<file path="config.mk">
export PLATFORM = sky130hd
export DESIGN_NAME = fe_lane_ser
export DESIGN_NICKNAME = d
export VERILOG_FILES = /design/src/rtl/fe_lane_pkg.sv /design/src/rtl/fe_lane_ser_prbs15.sv /design/src/rtl/fe_lane_ser.sv
export SDC_FILE = /design/constraint.sdc
export NUM_CORES = 1
export LEC_CHECK = 0
export CORE_AREA = 10 10 169 171
export DETAILED_ROUTE_END_ITERATION = 6
export DIE_AREA = 0 0 179 181
export PLACE_DENSITY_LB_ADDON = 0.12
export SETUP_SLACK_MARGIN = 0.2
export SYNTH_ARGS = -nofsm -noshare
export SYNTH_HDL_FRONTEND = slang
export SYNTH_HIERARCHICAL = 1
export SYNTH_SLANG_ARGS = --single-unit
</file>
<file path="constraint.sdc">
create_clock -name clk -period 2.3 [get_ports clk]
set_input_delay 0.46 -clock clk [delete_from_list [all_inputs] [get_ports clk]]
set_output_delay 0.46 -clock clk [all_outputs]
set_load 0.1 [all_outputs]
</file>
<file path="src/rtl/fe_lane_pkg.sv">
// Shared types and constants for the front-end lane serializer: FSM state
// encoding, wide/narrow ratio helper and the PRBS-15 polynomial and seed.
package fe_lane_pkg;

  typedef enum logic [1:0] {
    IDLE = 2'd0,
    RUN  = 2'd1,
    FULL = 2'd2
  } lane_state_e;

  // x^15 + x^14 + 1: feedback taps are state bits 14 and 13
  localparam logic [14:0] PRBS15_POLY = 15'h6000;
  localparam logic [14:0] PRBS15_SEED = 15'h7FFF;

  function automatic int unsigned lane_ratio(input int unsigned out_w,
                                             input int unsigned in_w);
    return out_w / in_w;
  endfunction

  function automatic logic [14:0] prbs15_step(input logic [14:0] s);
    return {s[13:0], ^(s & PRBS15_POLY)};
  endfunction

endpackage

</file>
<file path="src/rtl/fe_lane_ser_prbs15.sv">
// PRBS-15 test-pattern source for fe_lane_ser; produces N_SAMPLES consecutive
// LFSR samples per lane word and advances by that many steps when adv is high.
module fe_lane_prbs15
  import fe_lane_pkg::*;
#(
  parameter int unsigned ADC_WIDTH = 8,
  parameter int unsigned N_SAMPLES = 4
) (
  input  logic                                 clk,
  input  logic                                 rst_n,
  input  logic                                 adv,
  output logic [N_SAMPLES-1:0][ADC_WIDTH-1:0] samples
);

  logic [14:0] lfsr_q;
  logic [14:0] lfsr_d;

  // Sample j is the LFSR state after j steps; lfsr_d ends N_SAMPLES steps on
  always_comb begin
    lfsr_d  = lfsr_q;
    samples = '0;
    for (int unsigned j = 0; j < N_SAMPLES; j++) begin
      samples[j] = lfsr_d[ADC_WIDTH-1:0];
      lfsr_d     = prbs15_step(lfsr_d);
    end
  end

  always_ff @(posedge clk or negedge rst_n) begin
    if (!rst_n) begin
      lfsr_q <= PRBS15_SEED;
    end else if (adv) begin
      lfsr_q <= lfsr_d;
    end
  end

endmodule

</file>
<file path="src/rtl/fe_lane_ser.sv">
// Wide-to-narrow lane serializer with one-word skid buffer and bit-major
// output slices. Define FE_LANE_SER_PRBS_EN to add the prbs_mode test source.
module fe_lane_ser
  import fe_lane_pkg::*;
#(
  parameter int unsigned ADC_WIDTH     = 8,
  parameter int unsigned DES_IN_WIDTH  = 4,
  parameter int unsigned DES_OUT_WIDTH = 16
) (
  input  logic                                     clk,
  input  logic                                     rst_n,
  input  logic [DES_OUT_WIDTH-1:0][ADC_WIDTH-1:0]  in_data,
  input  logic                                     in_valid,
  output logic                                     in_ready,
  output logic [ADC_WIDTH-1:0][DES_IN_WIDTH-1:0]   out_data,
  output logic                                     out_valid,
  input  logic                                     out_ready,
  output logic [15:0]                              underflow_cnt
`ifdef FE_LANE_SER_PRBS_EN
  ,
  input  logic                                     prbs_mode
`endif
);

  localparam int unsigned R    = lane_ratio(DES_OUT_WIDTH, DES_IN_WIDTH);
  localparam int unsigned CW   = $clog2(R);
  localparam logic [CW-1:0] LAST = CW'(R - 1);

  typedef logic [R-1:0][DES_IN_WIDTH-1:0][ADC_WIDTH-1:0] word_t;

  lane_state_e state_q, state_d;
  word_t       active_q, shadow_q;
  logic [CW-1:0] slice_q;
  logic        in_ready_q;
  logic        started_q;
  logic        ld_act_in, ld_act_sh, ld_sh;
  logic        acc, adv, ret, fsm_valid;
  logic        prbs_sel, prbs_on;
  logic [DES_IN_WIDTH-1:0][ADC_WIDTH-1:0] cur_samples;

`ifdef FE_LANE_SER_PRBS_EN
  logic alive_q;
  logic [DES_IN_WIDTH-1:0][ADC_WIDTH-1:0] prbs_samples;

  // alive_q keeps out_valid low through reset and the first edge after it
  always_ff @(posedge clk or negedge rst_n) begin
    if (!rst_n) alive_q <= 1'b0;
    else        alive_q <= 1'b1;
  end

  fe_lane_prbs15 #(
    .ADC_WIDTH (ADC_WIDTH),
    .N_SAMPLES (DES_IN_WIDTH)
  ) u_prbs (
    .clk     (clk),
    .rst_n   (rst_n),
    .adv     (prbs_on && out_ready),
    .samples (prbs_samples)
  );

  assign prbs_sel    = prbs_mode;
  assign prbs_on     = prbs_mode && alive_q;
  assign in_ready    = in_ready_q && !prbs_mode;
  assign cur_samples = prbs_on ? prbs_samples : active_q[slice_q];
`else
  assign prbs_sel    = 1'b0;
  assign prbs_on     = 1'b0;
  assign in_ready    = in_ready_q;
  assign cur_samples = active_q[slice_q];
`endif

  assign fsm_valid = (state_q != IDLE);
  assign out_valid = fsm_valid || prbs_on;
  assign acc       = in_valid && in_ready;
  assign adv       = fsm_valid && out_ready && !prbs_sel;
  assign ret       = adv && (slice_q == LAST);

  always_ff @(posedge clk or negedge rst_n) begin
    if (!rst_n) state_q <= IDLE;
    else        state_q <= state_d;
  end

  always_comb begin
    state_d   = state_q;
    ld_act_in = 1'b0;
    ld_act_sh = 1'b0;
    ld_sh     = 1'b0;
    unique case (state_q)
      IDLE: begin
        if (acc) begin
          ld_act_in = 1'b1;
          state_d   = RUN;
        end
      end
      RUN: begin
        if (ret && acc) begin
          ld_act_in = 1'b1;
        end else if (ret) begin
          state_d = IDLE;
        end else if (acc) begin
          ld_sh   = 1'b1;
          state_d = FULL;
        end
      end
      FULL: begin
        // Retire promotes the shadow; a same-cycle accept refills it
        if (ret) begin
          ld_act_sh = 1'b1;
          if (acc) ld_sh = 1'b1;
          else     state_d = RUN;
        end
      end
      default: state_d = IDLE;
    endcase
  end

  always_ff @(posedge clk or negedge rst_n) begin
    if (!rst_n) begin
      active_q      <= '0;
      shadow_q      <= '0;
      slice_q       <= '0;
      in_ready_q    <= 1'b0;
      started_q     <= 1'b0;
      underflow_cnt <= '0;
    end else begin
      in_ready_q <= (state_d != FULL);
      if (ld_act_in)      active_q <= word_t'(in_data);
      else if (ld_act_sh) active_q <= shadow_q;
      if (ld_sh)          shadow_q <= word_t'(in_data);
      if (adv)            slice_q  <= (slice_q == LAST) ? '0 : slice_q + 1'b1;
      if (acc)            started_q <= 1'b1;
      if (started_q && out_ready && !out_valid && (underflow_cnt != 16'hFFFF))
        underflow_cnt <= underflow_cnt + 16'd1;
    end
  end

  // Transpose the current slice from sample-major to bit-major
  always_comb begin
    out_data = '0;
    for (int unsigned j = 0; j < DES_IN_WIDTH; j++) begin
      for (int unsigned b = 0; b < ADC_WIDTH; b++) begin
        out_data[b][j] = cur_samples[j][b];
      end
    end
  end

endmodule
</file>
==> qor.txt <==
TIMING
------------------------------------------------------------------------------------------------------
Final hold violation count                                                                           0
Min setup slack post-route                                                                     -135 ps
Worst Max-Slew Pin Slew                                                                         427 ps
Worst relative slew slack                                                                        71.3%
Total negative slack                                                                          -3450 ps
Maximum clock frequency                                                                      0.411 GHz
Period Utilization, post-route                                                                    106%
Period minus WS final                                                                          2440 ps
Count of pins over their slew limit                                                                  0
Unrepaired setup endpoints after global routing                                                    yes
Final setup viols                                                                                   32
Final Skew                                                                                     15.6 ps

CLOCK NETWORK
------------------------------------------------------------------------------------------------------
Clock transition at the register clock pins on the worst setup and hold paths after CTS          60 ps
TritonCTS clock tree                                                                             built
Buffer levels on the longest clock path                                                              3
H-tree levels                                                                                        1
Num Clock Sinks                                                                                    278
Clock Latency Late Sink                                                                         540 ps
Clock Root Buffer                                                                            clkbuf_16
Number of buffers created by CTS                                                                    30

RUN
------------------------------------------------------------------------------------------------------
Number of maximum-capacitance violations                                                             0

FINAL LAYOUT
------------------------------------------------------------------------------------------------------
Final Non-Filler Cells                                                                            1531
Filler Cells Inserted                                                                             1897
Area used by multi-input combinational logic                                                5190 sq um
Share of layout cells above drive strength 1                                                     29.1%
Final nets                                                                                        1315
Post-route design area                                                                     16500 sq um
Area taken by flip-flops and latches                                                        6980 sq um
Area added between synthesis and finish                                                          33.3%

SYNTH
------------------------------------------------------------------------------------------------------
#FFs+latches synth                                                                                 278
Most common flop cell mapped by yosys                                                          dfrtp_1
Synth top area share                                                                             56.0%
Synth Warn #                                                                                         6
Leading post-synthesis cells by cell area                                                 dfrtp_1, mux2_2, mux2i_1
Post-synth top area cell                                                                       dfrtp_1
Share of async-settable or async-resettable flops after synthesis                                 100%
Post-synthesis cell count                                                                          970
Sequential element share of the synthesized area                                                 56.0%
Average instance area after synthesis                                                       12.8 sq um
Net count after synthesis                                                                         1108
Number of library cell types mapped by synthesis                                                    35
Synthesized cell area                                                                      12400 sq um
Count of flip-flops with a built-in enable after synthesis                                           0

SETUP PATH
------------------------------------------------------------------------------------------------------
Worst R2R Path Depth                                                                                 8
Slowest Stage Delay on Critical Path                                                            600 ps
Ordered list of cells on the worst path                                                   buf_12, mux4_2, buf_12
Reg-to-reg startpoint                                                                       state_q[1]
Worst setup path category                                                                   reg -> out
Worst setup path startpoint                                                                 slice_q[0]
Startpoint type of the worst setup path                                                      flip-flop
CP most frequent cell                                                                           buf_12
Cell at the slowest stage of the critical path                                                  mux4_2
Critical path buffer and inverter count                                                              2
Kind of end point of the critical path                                                      output pin
Required time of the critical path                                                             1840 ps
Register-to-Register Setup Slack                                                                260 ps
Critical path fanouts, max                                                                          17
Signal arrival time at the worst endpoint                                                      1980 ps
Worst path top cell family by delay                                                       multiplexers
Reg2Reg Capture Point                                                                     shadow_q[38]

DETAILED ROUTING
------------------------------------------------------------------------------------------------------
DR vias                                                                                           8287
Post-DRT Antenna Nets                                                                                0
Total length of routed wires                                                                  29800 um
Number of DRC markers in iteration 0                                                               588
Post-detailed-route wirelength per cell                                                        19.4 um
1st-pass router iterations                                                                           5
Remaining routing DRC violations                                                                     0
Average vias per placed instance                                                                  5.41

GLOBAL ROUTE
------------------------------------------------------------------------------------------------------
Global routing met1 resource utilization                                                         25.2%
Pin count of the biggest net entering global routing                                                57
Met2 track utilization from global routing                                                       28.2%
Global-route wire length before repair                                                        47400 um
All-Layer GR Usage                                                                               18.0%
Top Usage Layer GRT                                                                               met2
Congestion Overflow GR                                                                               0
Met3 track demand over resource in global routing                                                4.09%
Via count of the first global-routing pass                                                        8498
Initial antenna violation count                                                                      2

PWR
------------------------------------------------------------------------------------------------------
Static leakage                                                                              0.00777 uW
Cell area power density                                                                   1620 nW/um^2
Worst IR drop on VDD                                                                           1.26 mV
Total chip power                                                                              26700 uW

PLACE
------------------------------------------------------------------------------------------------------
Routability cong.                                                                                0.769
Post-Place Cell Area                                                                       15300 sq um
Post-DP HPWL                                                                                  20300 um
Count of placed standard cells including taps                                                     1464
# port buffers                                                                                     181
Worst Setup Slack post-DPL                                                                    -51.5 ps

DIE
------------------------------------------------------------------------------------------------------
Effective utilization at floorplan                                                               49.6%
Area enclosed by the die boundary                                                          32400 sq um
Die Span X                                                                                      179 um
Number of top-level pins                                                                           182
Placement row count                                                                                 58
Core Area                                                                                  25000 sq um
Die extent in y                                                                                 181 um

STATUS
------------------------------------------------------------------------------------------------------
Run status                                                                                finished, violations left
Violated checks                                                                           setup timing

WORST HOLD PATH
------------------------------------------------------------------------------------------------------
Min-delay worst type                                                                       in -> async

[cell usage after synthesis, types with 3 or more instances]
master    count
dfrtp_1     278
nand2_1     135
mux2_2      131
o21ai_0     129
mux2i_1     128
buf_2        41
mux4_2       32
clkbuf_1     23
xor2_1       12
ha_1          6
nor2_1        6
nand3_1       5
nor3_1        5
xnor2_1       4
inv_1         3
nand4_1       3
nand4b_1      3
[cell families (layout without fill, tap and decap cells)]
| group | Yosys count | in the layout | synth area share, % |
|---|---|---|---|
| mux | 291 | 291 | 28.0 |
| flops | 278 | 278 | 56.0 |
| simple gates | 174 | 174 | 6.11 |
| compound gates | 137 | 137 | 5.63 |
| buf+inv | 68 | 298 | 2.47 |
| xor+xnor | 16 | 16 | 1.13 |
| fa+ha+maj | 6 | 6 | 0.605 |
| other cells | 0 | 1 | 0 |
[cell usage in the layout, fill, tap and decap left out, types with 5 or more instances in the layout]
master	n
dfrtp_1	259
nand2_1	135
mux2_2	131
clkdlybuf4s50_1	130
o21ai_0	129
mux2i_1	128
buf_12	57
buf_4	45
clkbuf_16	33
mux4_2	32
dfrtp_2	19
xor2_1	12
clkbuf_8	11
clkbuf_1	8
nand3_1	5
nor2_1	5
nor3_1	5
[what timing repair did]
action / in CTS / in global routing
pin swaps: 1 / 2
endpoints found under the hold margin: 38 / 0
setup buffers: 3 / 4
setup endpoints to repair: 174 / 192
hold buffers: 1 / 0
gates resized for setup: 2 / 8
cloned: 1 / 2
[worst max path at each step]
stage	cells past startpoint	endpoint	slack, ps
finish	3	out_data[27]	-140
CTS	3	out_data[26]	-170
global route	3	out_data[27]	-200
floorplan	6	underflow_cnt[13]	160
detailed placement	6	shadow_q[48]	-50
global placement	6	shadow_q[52]	-4
[registers in the layout, indices dropped and copies added (netlist names)]
signal	count
slice_q	2
underflow_cnt	16
started_q	1
active_q	128
shadow_q	128
in_ready	1
state_q	2
[where the power goes]
group	switching, uW	internal [uW]
clock	1880	2920
combinational	7660	5770
sequential	1290	7240
[per-layer routing]
| layer | wire, um | share of wire [%] |
|---|---|---|
| met4 | 360 | 1.2 |
| met3 | 1760 | 5.9 |
| met1 | 13400 | 45 |
| met5 | 0 | 0 |
| met2 | 14300 | 48 |
[layout make-up]
cell class | instances | area share (%)
inverters | 3 | 0.0681
clock buffers | 50 | 5.79
clock inverters | 5 | 0.318
diodes | 1 | 0.0151
multi-input cells | 624 | 31.4
flip-flops and latches | 278 | 42.2
repair buffers | 240 | 17.7
well taps | 330 | 2.50
[per-stage QoR]
stage | util, % | hold WS, ps
final | 66.1 | 432
after global routing | 66.1 | 452
after CTS | 65.6 | 412
after detailed placement | 61.3 | 391
after global placement | 61.3 | 393
after floorplan | - | 164
Power figures use the tool's default switching activity.
